==> config.mk <==
export PLATFORM = sky130hd
export DESIGN_NAME = lit_frame_stats
export DESIGN_NICKNAME = d
export VERILOG_FILES = /design/src/rtl/lit_pkg.sv /design/src/rtl/lit_minmax_upd.sv /design/src/rtl/lit_frame_stats.sv
export SDC_FILE = /design/constraint.sdc
export NUM_CORES = 1
export LEC_CHECK = 0
export CAP_MARGIN = 5
export CORE_ASPECT_RATIO = 1.5
export CORE_UTILIZATION = 30
export CTS_CLUSTER_SIZE = 20
export DETAILED_ROUTE_END_ITERATION = 6
export GPL_TIMING_DRIVEN = 1
export HOLD_SLACK_MARGIN = 0.05
export PLACE_DENSITY = 0.51
export SYNTH_ARGS = -nofsm -noshare
export SYNTH_HDL_FRONTEND = slang
export SYNTH_HIERARCHICAL = 1
export SYNTH_SLANG_ARGS = --single-unit
==> constraint.sdc <==
create_clock -name clk -period 2.3 [get_ports clk]
set_input_delay 0.23 -clock clk [delete_from_list [all_inputs] [get_ports clk]]
set_output_delay 0.23 -clock clk [all_outputs]
set_load 0.02 [all_outputs]
==> src/rtl/lit_pkg.sv <==
// Shared definitions for the LIT frame-statistics stage: FSM state type and
// default widths for the LDR pixel and the per-frame pixel counter.
package lit_pkg;

  localparam int LIT_IN_DEF = 8;
  localparam int CNT_W_DEF  = 22;

  typedef enum logic {
    IDLE  = 1'b0,
    ACCUM = 1'b1
  } lit_state_t;

endpackage : lit_pkg

==> src/rtl/lit_minmax_upd.sv <==
// Combinational update of running min/max with one new pixel (unsigned compare).
module lit_minmax_upd #(
  parameter int W = 8
) (
  input  logic [W-1:0] pix,
  input  logic [W-1:0] cur_min,
  input  logic [W-1:0] cur_max,
  output logic [W-1:0] new_min,
  output logic [W-1:0] new_max
);

  assign new_min = (pix < cur_min) ? pix : cur_min;
  assign new_max = (pix > cur_max) ? pix : cur_max;

endmodule : lit_minmax_upd

==> src/rtl/lit_frame_stats.sv <==
// Per-frame min/max/count statistics on the LDR pixel stream, plus a one-cycle
// registered pass-through of that stream toward LIT_in.
module lit_frame_stats
  import lit_pkg::*;
#(
  parameter int LIT_IN = LIT_IN_DEF,
  parameter int CNT_W  = CNT_W_DEF
) (
  input  logic              clk,
  input  logic              rst,
  input  logic [LIT_IN-1:0] pix_in,
  input  logic              pix_vld,
  input  logic              pix_sof,
  input  logic              pix_eof,
  output logic [LIT_IN-1:0] pix_out,
  output logic              pix_out_vld,
  output logic [LIT_IN-1:0] stat_min,
  output logic [LIT_IN-1:0] stat_max,
  output logic [CNT_W-1:0]  stat_cnt,
  output logic              stat_vld,
  output logic              stat_err
);

  localparam logic [CNT_W-1:0] CNT_ONE = CNT_W'(1);

  lit_state_t        state, state_nxt;
  logic [LIT_IN-1:0] run_min, run_max, min_nxt, max_nxt;
  logic [CNT_W-1:0]  run_cnt, cnt_nxt, cnt_inc;
  logic [LIT_IN-1:0] upd_min, upd_max;
  logic              pub, err;
  logic [LIT_IN-1:0] pub_min, pub_max;
  logic [CNT_W-1:0]  pub_cnt;

  lit_minmax_upd #(.W(LIT_IN)) u_minmax (
    .pix     (pix_in),
    .cur_min (run_min),
    .cur_max (run_max),
    .new_min (upd_min),
    .new_max (upd_max)
  );

  // Counter sticks at all-ones instead of wrapping on oversized frames.
  assign cnt_inc = (&run_cnt) ? run_cnt : run_cnt + CNT_ONE;

  always_comb begin
    // NOTE: every output of this block gets a default first so no path leaves
    // a signal unassigned, which would otherwise infer a latch.
    state_nxt = state;
    min_nxt   = run_min;
    max_nxt   = run_max;
    cnt_nxt   = run_cnt;
    pub       = 1'b0;
    err       = 1'b0;
    pub_min   = stat_min;
    pub_max   = stat_max;
    pub_cnt   = stat_cnt;
    if (pix_vld) begin
      if (pix_sof) begin
        // A new sof while accumulating drops the partial frame and restarts.
        err = (state == ACCUM);
        if (pix_eof) begin
          pub       = 1'b1;
          pub_min   = pix_in;
          pub_max   = pix_in;
          pub_cnt   = CNT_ONE;
          state_nxt = IDLE;
        end else begin
          min_nxt   = pix_in;
          max_nxt   = pix_in;
          cnt_nxt   = CNT_ONE;
          state_nxt = ACCUM;
        end
      end else if (state == ACCUM) begin
        min_nxt = upd_min;
        max_nxt = upd_max;
        cnt_nxt = cnt_inc;
        if (pix_eof) begin
          pub       = 1'b1;
          pub_min   = upd_min;
          pub_max   = upd_max;
          pub_cnt   = cnt_inc;
          state_nxt = IDLE;
        end
      end else if (pix_eof) begin
        err = 1'b1;
      end
    end
  end

  // NOTE: sequential state uses non-blocking assignments so every register
  // samples pre-edge values regardless of statement order.
  always_ff @(posedge clk) begin
    if (!rst) state <= IDLE;
    else      state <= state_nxt;
  end

  always_ff @(posedge clk) begin
    if (!rst) begin
      run_min     <= '0;
      run_max     <= '0;
      run_cnt     <= '0;
      pix_out     <= '0;
      pix_out_vld <= 1'b0;
      stat_min    <= '0;
      stat_max    <= '0;
      stat_cnt    <= '0;
      stat_vld    <= 1'b0;
      stat_err    <= 1'b0;
    end else begin
      run_min     <= min_nxt;
      run_max     <= max_nxt;
      run_cnt     <= cnt_nxt;
      pix_out_vld <= pix_vld;
      if (pix_vld) pix_out <= pix_in;
      stat_min    <= pub_min;
      stat_max    <= pub_max;
      stat_cnt    <= pub_cnt;
      stat_vld    <= pub;
      stat_err    <= err;
    end
  end

endmodule : lit_frame_stats
# Yosys cells after proc, flatten, opt, wreduce, memory -nomap -nowiden
# Cells that the tools add are included.
[word_totals]
register_bits = 88
input_bits = 13
out_inout_bits = 49
wordCells = 50
[classes]
add_sub_neg = 1
mux = 30
magnitude_cmp = 2
n_eq_ne = 1
n_reduce_logical = 5
[ops]
columns = ["op", "n"]
rows = [
  ["$mux W22", 8],
  ["$mux W8", 14],
  ["$add A22 B1 Y22 const B", 1],
  ["$reduce_and A22 Y1", 1],
  ["$gt A8 B8 Y1", 1],
  ["$lt A8 B8 Y1", 1],
  ["$mux W1", 8],
  ["$reduce_and A3 Y1", 2],
  ["$ne A2 B2 Y1 const B", 1],
  ["$reduce_and A2 Y1", 1],
  ["$reduce_bool A2 Y1", 1],
]

# Longest topological paths before layout
[depth]
ltp_word = 5
ltp_mapped = 9
ltp_nobuf = 9

# Hierarchy
# Netlist, hierarchy kept.
[by_module_without_submodules]
columns = ["module", "seq_area_each_um2", "area_per_inst_um2", "n_inst", "cells_per_inst"]
rows = [
  ["lit_frame_stats", 1761.7, 3900.0, 1, 437],
  ["lit_minmax_upd", 0.0, 579.3, 1, 66],
]

# Worst setup path before layout
# No wires, ideal clock.
[synth_timing]
path_kind = "reg2reg"
start = "reg run_max[1]"
end = "reg run_max[5]"
t_required_ns = 2.162
arrival_time_ns = 1.943
n_path_buf = 0
path_slack_ns = 0.220
setup_time_ns = 0.138
stages_incl_launch_ff = 10
period_less_slack_ns = 2.080
path_cell_list = "dfxtp_1 inv_1 ha_1 nor2b_1 o211ai_2 a21oi_1 o32ai_4 mux2_2 mux2i_1 a211oi_1"
[synth_between]
elab_chain_len = 4
[synth_lines]
columns = ["element", "line_no", "rtl"]
rows = [
  ["start: declaration", "lit_frame_stats.sv:27", "logic [LIT_IN-1:0] run_min, run_max, min_nxt, max_nxt;"],
  ["start signal: assignment", "lit_frame_stats.sv:111", "run_max <= max_nxt;"],
  ["$gt A8 B8 Y1", "lit_minmax_upd.sv:13", "assign new_max = (pix > cur_max) ? pix : cur_max;"],
  ["$mux W8", "lit_minmax_upd.sv:13", ""],
  ["net upd_max[5]", "lit_frame_stats.sv:29", "logic [LIT_IN-1:0] upd_min, upd_max;"],
  ["$mux W8", "lit_frame_stats.sv:73", "end else if (state == ACCUM) begin"],
  ["$mux W8", "lit_frame_stats.sv:58", "if (pix_sof) begin"],
]
# The timed path passes the listed nets, and every way through them passes these cells. The select of a mux whose other input is x is not followed.
# A chain may end at the register's enable or synchronous reset.

# Worst setup path in the final report
[layout_timing]
start = "reg run_max[1]"
end = "reg run_max[1]"
[layout_between]
elab_chain_len = 4
[layout_lines]
columns = ["element", "line_no"]
rows = [
  ["$gt A8 B8 Y1", "lit_minmax_upd.sv:13"],
  ["$mux W8 (*)", "lit_minmax_upd.sv:13"],
  ["net upd_max[1]", "lit_frame_stats.sv:29"],
  ["$mux W8 (*)", "lit_frame_stats.sv:73"],
  ["$mux W8 (*)", "lit_frame_stats.sv:58"],
]
# Mark *: on every way through the listed nets, which the timed path passes. The rest lies on a longest branch. The select of a mux whose other input is x is not followed.

==> summary.txt <==
Outcome
  – Status: complete, no violations

STA
  – Max frequency: 0.449 GHz
  – Setup-failing EPs final: 0
  – Final hold vios: 0
  – Min cycle time layout: 2.23 ns
  – Final period util: 0.968
  – Fin Clk Skew: 0.00689 ns
  – RSZ-0062 raised after global routing: true
  – Final Max Slew Viols: 0
  – Setup ws final: 0.0728 ns
  – Worst slew pin tran: 0.562 ns
  – Setup TNS: 0 ns
  – Slew headroom: 0.622
  – Hold slack: 0.436 ns

Drt
  – Drt total wl: 13.0 mm
  – Drt via density: 5.08
  – Iteration-0 DRC Markers: 142
  – # DRC: 0
  – Routed length per placed instance: 16.4 um
  – Routed vias: 4042
  – Post-DRT Antenna Nets: 0
  – TritonRoute pass-1 iters: 4

Worst setup path
  – CP Data Required Time: 2.51 ns
  – Crit-path slowest cell: dfxtp_2
  – Worst r2r dst: run_max[1]$_SDFFE_PN0P_
  – Worst path cell trace: inv_1 -> ha_1 -> nor2b_1 -> o211ai_2 -> a21oi_1 -> o32ai_4 -> buf_6 -> mux2_2 -> mux2i_4 -> a211oi_1
  – R2R setup slack: 0.07 ns
  – Crit path arrival time: 2.44 ns
  – CP bufs+invs: 2
  – Top Family by Delay on Critical Path: compound AO/OA/AOI/OAI gates
  – CP peak stage delay: 0.35 ns
  – Reg2reg start: run_max[1]$_SDFFE_PN0P_
  – Critical path depth in cells: 10
  – Worst setup endpoint: run_max[1]$_SDFFE_PN0P_
  – Crit path launch type: register
  – Worst Setup SP: run_max[1]$_SDFFE_PN0P_
  – CP max FO: 4
  – CP Capture Type: register
  – Kind of critical path: reg2reg
  – R2R cell count: 10

Final layout
  – Commonest non-fill, non-tap cell in the layout: dfxtp_1
  – Area grow syn2layout: 34.7%
  – Most frequent cells in the layout: dfxtp_1 (85), clkdlybuf4s50_1 (58), nor2_1 (51)
  – Final core occ: 0.413
  – N_diodes: 0
  – Fill cells: 1490
  – Post-route cell area: 6030 sq um
  – Finished Layout Cells: 796
  – Layout Nets: 624
  – Layout cells sized above 1: 0.205

GRT
  – First-pass GRT wire length: 21.0 mm
  – Initial antenna violation count: 0
  – Largest net degree at the start of global routing: 41
  – GRT Total Usage: 0.180
  – Overflow left after global routing: 0
  – Vias in the first global route: 4048

Placement
  – Placed inst area: 5600 sq um
  – Final GP Congestion: 0.894
  – Port-buffer cells: 61
  – Place WS: -0.411 ns
  – Inst Count DP: 780
  – Dpl hpwl: 9.64 mm

Yosys
  – Number of synthesized flops with an enable pin: 0
  – Syn Std Cell Area: 4480 sq um
  – Post-synthesis cell type count: 64
  – Sequential area share after synthesis: 0.393
  – Syn nets: 532
  – Top_reg_cell synth: dfxtp_1
  – Async set-reset flop share out of synthesis: 0
  – Syn avg cell area: 8.91 sq um
  – Seq cells post-synth: 88
  – Synth Warn #: 6
  – Cells after Synth: 503

Floorplanning
  – I/O Pins: 62
  – Row count: 54
  – Die height: 152 um
  – DIE AREA: 15400 sq um
  – Core box area: 14600 sq um
  – Die W: 102 um
  – Starting Density: 0.307

Power
  – Static leakage: 2.22 nW
  – Peak supply drop: 0.000324 V
  – Power consumption: 3.85 mW
  – Power Density: 638 nW/um^2

Clock network
  – Root buf cell: clkbuf_16
  – Hold_buf cts: 0
  – CTS H-tree depth: 3
  – Clock sinks: 88
  – CTS Buf Count: 9
  – CTS tree: built
  – Worst skew pair latency: 0.34 ns
  – Worst-path clk slew: 0.06 ns
  – Clock Tree Buf Depth: 2
  – Post-CTS setup buffer count: 0

Job
  – Max Cap Viol: 0

Min path
  – Worst hold path type: in2reg
-- cell families (layout without fill, tap and decap cells) --
group                    Yosys count  count (layout)  share of synthesized area
AO/OA/AOI/OAI                    136             136                      0.217
XOR/XNOR                          16              16                     0.0313
adder cells (fa/ha/maj)           16              16                     0.0447
buffers and inverters             55             152                     0.0503
flip-flops                        88              88                      0.393
multiplexers                      41              41                     0.0969
AND/OR/NAND/NOR                  151             151                      0.166
-- report_power, final --
part           leakage [nW]  total (mW)  internal (mW)  switching [mW]
registers             0.717        1.61           1.58          0.0372
logic                  1.35       0.595          0.285           0.311
clock network         0.159        1.64           1.01           0.625
total                  2.22        3.85           2.88           0.973
-- worst min-delay path, delay by kind of cell --
family          cells  cell delay [ns]
mux                 1             0.21
buf+inv             1             0.20
compound gates      1             0.10
-- registers in the layout (all words and copies together), names as in the netlist, 8 cells and up --
register,flops
run_min,8
stat_max,8
run_cnt,22
stat_min,8
stat_cnt,22
run_max,8
pix_out,8
-- worst min-delay path by stage --
stage	cells after the start	end	startpoint
6_report	3	run_min[6]$_SDFFE_PN0P_	pix_in[6]
5_1_grt	3	run_min[6]$_SDFFE_PN0P_	pix_in[6]
4_1_cts	2	stat_cnt[7]$_SDFFE_PN0P_	stat_cnt[7]$_SDFFE_PN0P_
3_5_place_dp	2	stat_cnt[7]$_SDFFE_PN0P_	stat_cnt[7]$_SDFFE_PN0P_
3_3_place_gp	2	stat_cnt[3]$_SDFFE_PN0P_	stat_cnt[3]$_SDFFE_PN0P_
2_1_floorplan	1	pix_out_vld$_SDFF_PN0_	rst
-- routing by layer --
layer | vias to the layer above | track usage | wire, um
met5 | - | 0 | 0
met2 | 71 | 0.354 | 7470
li1 | 2020 | - | -
met4 | 0 | 0.0804 | 248
met1 | 1936 | 0.179 | 5010
met3 | 15 | 0.0321 | 308
-- layout make-up --
cell class | count | area [sq um] | share of cell area
clock buffers | 12 | 256 | 0.0425
clock inverters | 4 | 76.3 | 0.0127
inverters | 23 | 86.3 | 0.0143
multi-input cells | 360 | 2580 | 0.427
flip-flops and latches | 88 | 1770 | 0.293
well taps | 196 | 245 | 0.0406
repair buffers | 113 | 1020 | 0.170
-- cells in the mapped netlist (2+ instances only) --
| master | number | area (sq um) |
|---|---|---|
| a31oi_1 | 9 | 56.3 |
| buf_1 | 6 | 22.5 |
| nor4_2 | 2 | 25.0 |
| nand2b_1 | 2 | 12.5 |
| a31o_2 | 2 | 17.5 |
| xnor2_1 | 8 | 70.1 |
| clkbuf_1 | 17 | 63.8 |
| and3_1 | 9 | 56.3 |
| inv_1 | 22 | 82.6 |
| o21ai_1 | 12 | 60.1 |
| nor2_1 | 53 | 199 |
| nand3_1 | 11 | 55.1 |
| ha_1 | 16 | 200 |
| a32oi_1 | 2 | 17.5 |
| o21ai_2 | 2 | 17.5 |
| nand2_1 | 40 | 150 |
| o311ai_0 | 2 | 17.5 |
| nor2b_1 | 2 | 12.5 |
| buf_4 | 3 | 22.5 |
| and4_1 | 4 | 35.0 |
| o32ai_1 | 2 | 17.5 |
| a21oi_1 | 14 | 70.1 |
| nand4_1 | 8 | 50.1 |
| dfxtp_1 | 88 | 1760 |
| mux2i_1 | 25 | 250 |
| a22o_1 | 3 | 26.3 |
| nor3_1 | 4 | 20.0 |
| xor2_1 | 8 | 70.1 |
| buf_2 | 6 | 30.0 |
| or3_1 | 5 | 31.3 |
| o21ai_0 | 28 | 140 |
| o211ai_2 | 4 | 50.1 |
| nor4_1 | 2 | 12.5 |
| mux2_2 | 15 | 169 |
| a211oi_1 | 36 | 270 |
| o31ai_1 | 2 | 15.0 |
| o2111ai_2 | 2 | 30.0 |
-- repair_timing --
action	CTS	global route
pin swaps	1	1
endpoints found under the setup margin	2	32
resized for setup	3	22
No activity file was read; power rests on OpenSTA's default activity.
